$ cat src/rtl/rv32_pkg.sv
// Shared RV32 constants and types.
// Used by the register file and its read ports.
package rv32_pkg;

    localparam int XLEN   = 32;
    localparam int REG_AW = 5;

    localparam logic [REG_AW-1:0] REG_ZERO = 5'd0;

    typedef logic [XLEN-1:0]   word_t;
    typedef logic [REG_AW-1:0] reg_idx_t;

endpackage

$ cat src/rtl/regfile_read_port.sv
// One combinational register file read port.
// Zero-detect, 32:1 select and optional write-to-read bypass.
module regfile_read_port
    import rv32_pkg::*;
#(
    parameter int XLEN   = rv32_pkg::XLEN,
    parameter int AW     = rv32_pkg::REG_AW,
    parameter bit BYPASS = 1'b1
) (
    input  logic                       rst_n,
    input  logic [XLEN*(2**AW)-1:0]    regs_flat,
    input  logic                       we,
    input  logic [AW-1:0]              rd_addr,
    input  logic [XLEN-1:0]            rd_data,
    input  logic [AW-1:0]              rs_addr,
    output logic [XLEN-1:0]            rs_data
);

    logic            rs_zero;
    logic            hit;
    logic [XLEN-1:0] sel;

    assign rs_zero = (rs_addr == '0);

    // No forwarding while reset is held or for the x0 sink.
    assign hit = BYPASS && rst_n && we &&
                 (rd_addr != '0) &&
                 (rd_addr == rs_addr);

    assign sel = regs_flat[int'(rs_addr)*XLEN +: XLEN];

    always_comb begin
        rs_data = sel;
        if (rs_zero)
            rs_data = '0;
        else if (hit)
            rs_data = rd_data;
    end

endmodule

$ cat src/rtl/regfile.sv
// RV32 integer register file: 2 read ports, 1 write port.
// x0 has no storage and always reads zero.
module regfile
    import rv32_pkg::*;
#(
    parameter int XLEN   = rv32_pkg::XLEN,
    parameter int AW     = rv32_pkg::REG_AW,
    parameter bit BYPASS = 1'b1
) (
    input  logic            clk,
    input  logic            rst_n,
    input  logic [AW-1:0]   rs1_addr,
    input  logic [AW-1:0]   rs2_addr,
    output logic [XLEN-1:0] rs1_data,
    output logic [XLEN-1:0] rs2_data,
    input  logic            we,
    input  logic [AW-1:0]   rd_addr,
    input  logic [XLEN-1:0] rd_data
);

    localparam int NREG = 2**AW;

    logic [XLEN*NREG-1:0] regs_flat;

    assign regs_flat[XLEN-1:0] = '0;

    for (genvar i = 1; i < NREG; i++) begin : g_reg
        logic [XLEN-1:0] q;

        always_ff @(posedge clk or negedge rst_n) begin
            if (!rst_n)
                q <= '0;
            else if (we && (rd_addr == AW'(i)))
                q <= rd_data;
        end

        assign regs_flat[i*XLEN +: XLEN] = q;
    end

    regfile_read_port #(
        .XLEN   (XLEN),
        .AW     (AW),
        .BYPASS (BYPASS)
    ) u_rs1 (
        .rst_n     (rst_n),
        .regs_flat (regs_flat),
        .we        (we),
        .rd_addr   (rd_addr),
        .rd_data   (rd_data),
        .rs_addr   (rs1_addr),
        .rs_data   (rs1_data)
    );

    regfile_read_port #(
        .XLEN   (XLEN),
        .AW     (AW),
        .BYPASS (BYPASS)
    ) u_rs2 (
        .rst_n     (rst_n),
        .regs_flat (regs_flat),
        .we        (we),
        .rd_addr   (rd_addr),
        .rd_data   (rd_data),
        .rs_addr   (rs2_addr),
        .rs_data   (rs2_data)
    );

endmodule

$ cat config.mk
export PLATFORM = sky130hd
export DESIGN_NAME = regfile
export DESIGN_NICKNAME = d
export VERILOG_FILES = /design/src/rtl/rv32_pkg.sv /design/src/rtl/regfile_read_port.sv /design/src/rtl/regfile.sv
export SDC_FILE = /design/constraint.sdc
export NUM_CORES = 2
export LEC_CHECK = 0
export CORE_MARGIN = 3
export CORE_UTILIZATION = 50
export DETAILED_ROUTE_END_ITERATION = 7
export PLACE_DENSITY_LB_ADDON = 0.05
export SLEW_MARGIN = 20
export SYNTH_ARGS = -nofsm -noshare
export SYNTH_HDL_FRONTEND = slang
export SYNTH_SLANG_ARGS = --single-unit
$ cat constraint.sdc
create_clock -name clk -period 3.81 [get_ports clk]
set_input_delay 0.762 -clock clk [delete_from_list [all_inputs] [get_ports clk]]
set_output_delay 0.762 -clock clk [all_outputs]
set_load 0.01 [all_outputs]
# After elaboration in Yosys (flattened, before gate mapping)
# Index checks and enable logic that the tools add are counted.
word_totals:
  reg_bits: 992
  latchBits: 0
  mem_bits_rw: 0
  romBits: 0
  inputBits: 50
  out_inout_bits: 64
  wordCells: 108
  n_memories: 0
op_classes:
  add_sub_neg: 0
  n_mul: 0
  div: 0
  order_cmp: 0
  eq_ne: 33
  shift: 2
  muxes: 4
  bitwise_logic: 0
  reduce_logical: 38
ops:
  columns: ["operator", "count"]
  rows:
  - ["$shiftx 1024x11->32", 2]
  - ["$mux 32", 4]
  - ["$eq 5x5->1 const B", 16]
  - ["$eq 5x4->1 const B", 8]
  - ["$logic_and 1x1->1", 35]
  - ["$eq 5x3->1 const B", 4]
  - ["$eq 5x2->1 const B", 2]
  - ["$eq 5x5->1", 2]
  - ["$logic_not 5->1", 2]
  - ["$eq 5x1->1 const B", 1]
  - ["$reduce_bool 5->1", 1]

# Longest topological paths before layout
depth:
  depth_word: 5
  ltp_mapped: 10
  ltp_nobuf: 5

# Modules after synthesis
# A second synthesis with hierarchy kept.
hier_totals:
  cells_unflattened: 3898
  area_unflattened_um2: 54888.9
by_module_without_submodules:
  columns: ["module", "instances", "cells_per_inst", "area_each_um2", "seq_area_each_um2"]
  rows:
  - ["regfile", 1, 2224, 37094.3, 24823.8]
  - ["regfile_read_port", 2, 837, 8897.3, 0.0]

# Worst setup path after synthesis
# Ideal clock, no wire load.
synth_path:
  path_kind: "input to output"
  startpoint: "in rs2_addr[0]"
  endpoint: "out rs2_data[10]"
  arrival_time_ps: 2486
  t_required_ps: 3048
  setup_slack_ps: 562
  path_stages: 7
  path_buffers: 3
  path_cell_list: "buf_2 -> buf_6 -> buf_2 -> mux4_2 -> a22o_1 -> a221oi_1 -> a31oi_1"
synth_between:
  elab_chain_len: 4
  elab_cells_between_ends: 6
  classes_between: "eq/ne (1); shift (1); mux (2); reduce/logical (2)"
synth_lines:
  columns: ["element", "line_no", "source"]
  rows:
  - ["from (decl)", "regfile.sv:13", "input logic [AW-1:0] rs2_addr,"]
  - ["parallel branches: the longest is 3 deep, another holds $shiftx 1024x11->32", null, null]
  - ["$mux 32 (*)", "regfile_read_port.sv:34", "if (rs_zero)"]
  - ["to (decl)", "regfile.sv:15", "output logic [XLEN-1:0] rs2_data,"]
# Mark *: on every way between the ends.

# Worst setup path in the final report
layout_path:
  startpoint: "in rs1_addr[0]"
  endpoint: "out rs1_data[14]"
layout_between:
  elab_chain_len: 4
  elab_cells_between_ends: 6
  classes_between: "eq/ne (1); shift (1); mux (2); reduce/logical (2)"
layout_lines:
  columns: ["element", "line_no", "source"]
  rows:
  - ["from (decl)", "regfile.sv:12", "input logic [AW-1:0] rs1_addr,"]
  - ["parallel branches: the longest is 3 deep, another holds $shiftx 1024x11->32", null, null]
  - ["$mux 32 (*)", "regfile_read_port.sv:34", null]
  - ["to (decl)", "regfile.sv:14", "output logic [XLEN-1:0] rs1_data,"]
# Marked as above.

==> parameters.txt <==
Parameter                              Value

Run status
  Outcome    finished, final reports clean

Final layout
  Top flop regs    g.q: 992 flops
  Fraction of layout instances using a drive strength above 1    53.1%
  Largest Register    g.q
  Area added between synthesis and finish    20.8%
  Total non-filler cell area in the finished layout    0.0648 mm2
  Fill cell instance count of the final layout    7988
  Nets@finish    4168
  Flip-flop count of the largest register after layout    992

Drt
  Via total after detailed routing    38800
  Routed vias/inst    6.92
  Detailed router's first-iteration violation count    4184
  DRC viols    0
  Post-DR wirelength/cell    35.3 um
  TritonRoute pass-1 iters    5
  Final ANT Viol Nets    0
  Aggregate routed wire length    198000 um

Pwr
  Power share of the sequential group    43.5%
  Worst IR Drop VDD    347 uV
  Clock power frac    34.1%
  Total power per unit cell area    504 mW/mm2
  Proportion of power drawn by combinational gates    22.3%
  Net switching component of the power    0.00922 W
  Internal power    0.0234 W
  Leakage power of the design    28.6 nW
  Switching Fraction    28.3%

Worst setup path
  Sort of element at the start of the critical path    primary input
  Data arrival time at the worst-slack endpoint    3.04 ns
  Most numerous cell on the critical path    buf_16
  Critical path buffers and inverters    5
  Worst endpoint required time    3.05 ns
  Cell type of the slowest stage on the worst timing path    mux2_2
  CP cell instances    buf_16, buf_16, buf_4, mux2_2, a22o_1, a211oi_1, o311ai_2, o21a_1, buf_12, dlygate4sd2_1
  Critical-path maximum fanout    10
  Element type at the critical path end    output pin
  Kind of cell adding the most delay to the critical path    buffers and inverters
  Largest stage delay, worst path    0.36 ns
  Type of the worst setup path    primary input to output pin

Floorplan
  Total number of placement rows    119
  Die Height    333 um
  Starting density of the core    50.7%
  I/O pin total    114
  Chip width    333 um
  Total Die Area    0.111 mm2
  Floorplan core area    0.106 mm2

Logic synthesis
  Synthesis-stage register bit count    992
  Area share of fa/ha/maj cells after synthesis    0%
  Post-Synthesis Mean Instance Area    14.2 um2
  Sequential fraction of the synthesis area    46.3%
  XOR/XNOR share of the synthesized area    0.163%
  Simple-gate share of the synthesized area    2.32%
  Cell area after synthesis    0.0536 mm2
  Post-Syn Instances    3782
  Ys Warns    0
  Net count after synthesis    3832
  Unique masters post-synth    52
  Flip-flop cell with the highest count after synthesis    dfrtp_1
  Compound-cell area share of the yosys netlist    6.64%
  Fraction of synthesized area in multiplexers    40.7%
  Number of enable-type register cells in the synthesized netlist    0
  Async SR Flop Fraction    100%
  Dominant combinational cell family by area after synthesis    multiplexers

Timing
  Least-Margin Pin Slew    1.04 ns
  Post-route clock skew    0 ns
  Clock period minus final worst setup slack    3.80 ns
  Pins Over Slew Limit    0
  Final total negative setup slack    0 ns
  Tightest slew margin relative to the limit    30.5%
  Number of hold-slack violations in the final timing report    0
  Setup-failing EPs final    0
  Max Clk Rate    263 MHz
  Final worst-path cycle share    99.8%

Place
  Placed cell areas    0.0597 mm2
  Final weighted congestion of routability-driven global placement    0.886
  Number of buffer cells added on primary ports    113
  Dpl hpwl    127000 um

GRT
  Global-route total usage across every layer    35.5%
  Global-route wire length before repair    288000 um
  Number of global-route vias before repair    40700
  Total global routing overflow    0
  Antenna violations before repair    8
  Maximum number of pins on one net before global-route repair    171

Clock network
  Clk_lat worst skew    0.69 ns
  Maximum clock path buffer count    3
  Inserted Clock Buffers    111
  H-tree depth    3
  Clock tree from TritonCTS    yes
  Root Buffer    clkbuf_16
  Count of clock tree sinks    992
  Hold_buf cts    0
  Clock slew seen by the registers of the worst setup and hold paths    0.06 ns

Worst hold path
  Hold Crit Class    primary input to asynchronous set/reset pin

Run
  Max-cap violations    0
## Yosys cell counts, types with 11 or more instances
cell type  count  area share, %
o22ai_1       38           0.44
buf_2        133            1.2
dfrtp_1      992             46
a22o_1        63            1.0
mux4_2       333             14
o221ai_1      85            1.4
nor2_1       108           0.76
mux2_2      1031             22
nand3_1       12           0.11
clkbuf_1     196            1.4
o21a_1        15           0.21
nand2_1       47           0.33
a211oi_1      14           0.20
nor3_1        34           0.32
nor4_1        18           0.21
or3_1         12           0.14
o311ai_1      11           0.18
a21oi_1       58           0.54
a31oi_1       22           0.26
buf_1         15           0.10
buf_4         43           0.60
a22oi_1       18           0.25
a211o_1       11           0.18
o21ai_0       21           0.20
mux2i_1      248            4.6
buf_6         24           0.50
a221oi_1      85            1.4
mux2_1        21           0.44
## cell usage in the layout, fill, tap and decap left out, drive strengths merged, types with 35 or more instances in the layout
cell / n
a22o: 63
o221ai: 85
mux2i: 248
nor2: 110
mux4: 333
nand2: 47
buf: 542
dfrtp: 992
a21oi: 58
clkbuf: 170
a221oi: 85
clkdlybuf4s50: 35
o22ai: 38
mux2: 1052
## routing by layer
| layer | track usage [%] | up-vias | share of wire [%] |
|---|---|---|---|
| li1 | - | 15400 | - |
| met1 | 49.3 | 20700 | 40 |
| met2 | 53.5 | 2146 | 45 |
| met3 | 9.16 | 520 | 10 |
| met4 | 14.6 | 0 | 4.7 |
| met5 | 0 | - | 0 |
## cell families after synthesis
family / Yosys count
flops: 992
xor+xnor: 10
mux: 1633
simple gates: 268
buf+inv: 417
compound gates: 462
## worst paths after layout
check / start / end / slack, ns / cells after the start
hold reg to reg: g_reg[15].q[6] / g_reg[15].q[6] / 0.51 / 1
setup / recovery: rs1_addr[0] / rs1_data[14] / 0.009 / 10
hold / removal: rst_n / g_reg[18].q[24] / 0.21 / 2
min in group clk: g_reg[15].q[6] / g_reg[15].q[6] / 0.51 / 1
max in group asynchronous: rst_n / g_reg[14].q[4] / 1.71 / 4
setup reg to reg: g_reg[17].q[28] / g_reg[17].q[28] / 2.98 / 1
## layout make-up
cell class | instances | area [um2] | area share, %
multi-input cells | 2374 | 27500 | 42.5
flip-flops and latches | 992 | 24800 | 38.3
repair buffers | 635 | 6900 | 10.7
clock buffers | 166 | 3310 | 5.11
well taps | 1391 | 1740 | 2.69
clock inverters | 41 | 465 | 0.719
inverters | 4 | 16.3 | 0.0251
diodes | 3 | 7.51 | 0.0116
## stage by stage
stage	hold slack [ns]	setup slack, ns	utilization [%]	total power (W)	cells
3_3_place_gp	0.487	-0.470	56.4	0.0210	5349
4_1_cts	0.181	-0.0732	60.9	0.0326	5590
6_report	0.212	0.00887	61.2	0.0326	5606
3_5_place_dp	0.503	-0.452	56.4	0.0214	5349
5_1_grt	0.214	-0.0414	61.2	0.0339	5603
2_1_floorplan	0.466	0.562	-	0.0185	3782
## power groups by stage
| stage | Clock, W | Sequential (W) | Combinational [W] |
|---|---|---|---|
| 6_report | 0.0111 | 0.0142 | 0.00729 |
| 5_1_grt | 0.0117 | 0.0144 | 0.00773 |
| 4_1_cts | 0.0113 | 0.0141 | 0.00720 |
| 3_5_place_dp | 0 | 0.0143 | 0.00708 |
| 3_3_place_gp | 0 | 0.0141 | 0.00688 |
| 2_1_floorplan | 0 | 0.0137 | 0.00481 |
## repair_timing
item / 4_1_cts / 5_1_grt
buffers inserted: 28 / 10
endpoints found under the setup margin: 64 / 49
pin swaps: 14 / 10
gates resized for setup: 244 / 52
gates cloned: 6 / 1
Power figures use the tool's default switching activity.
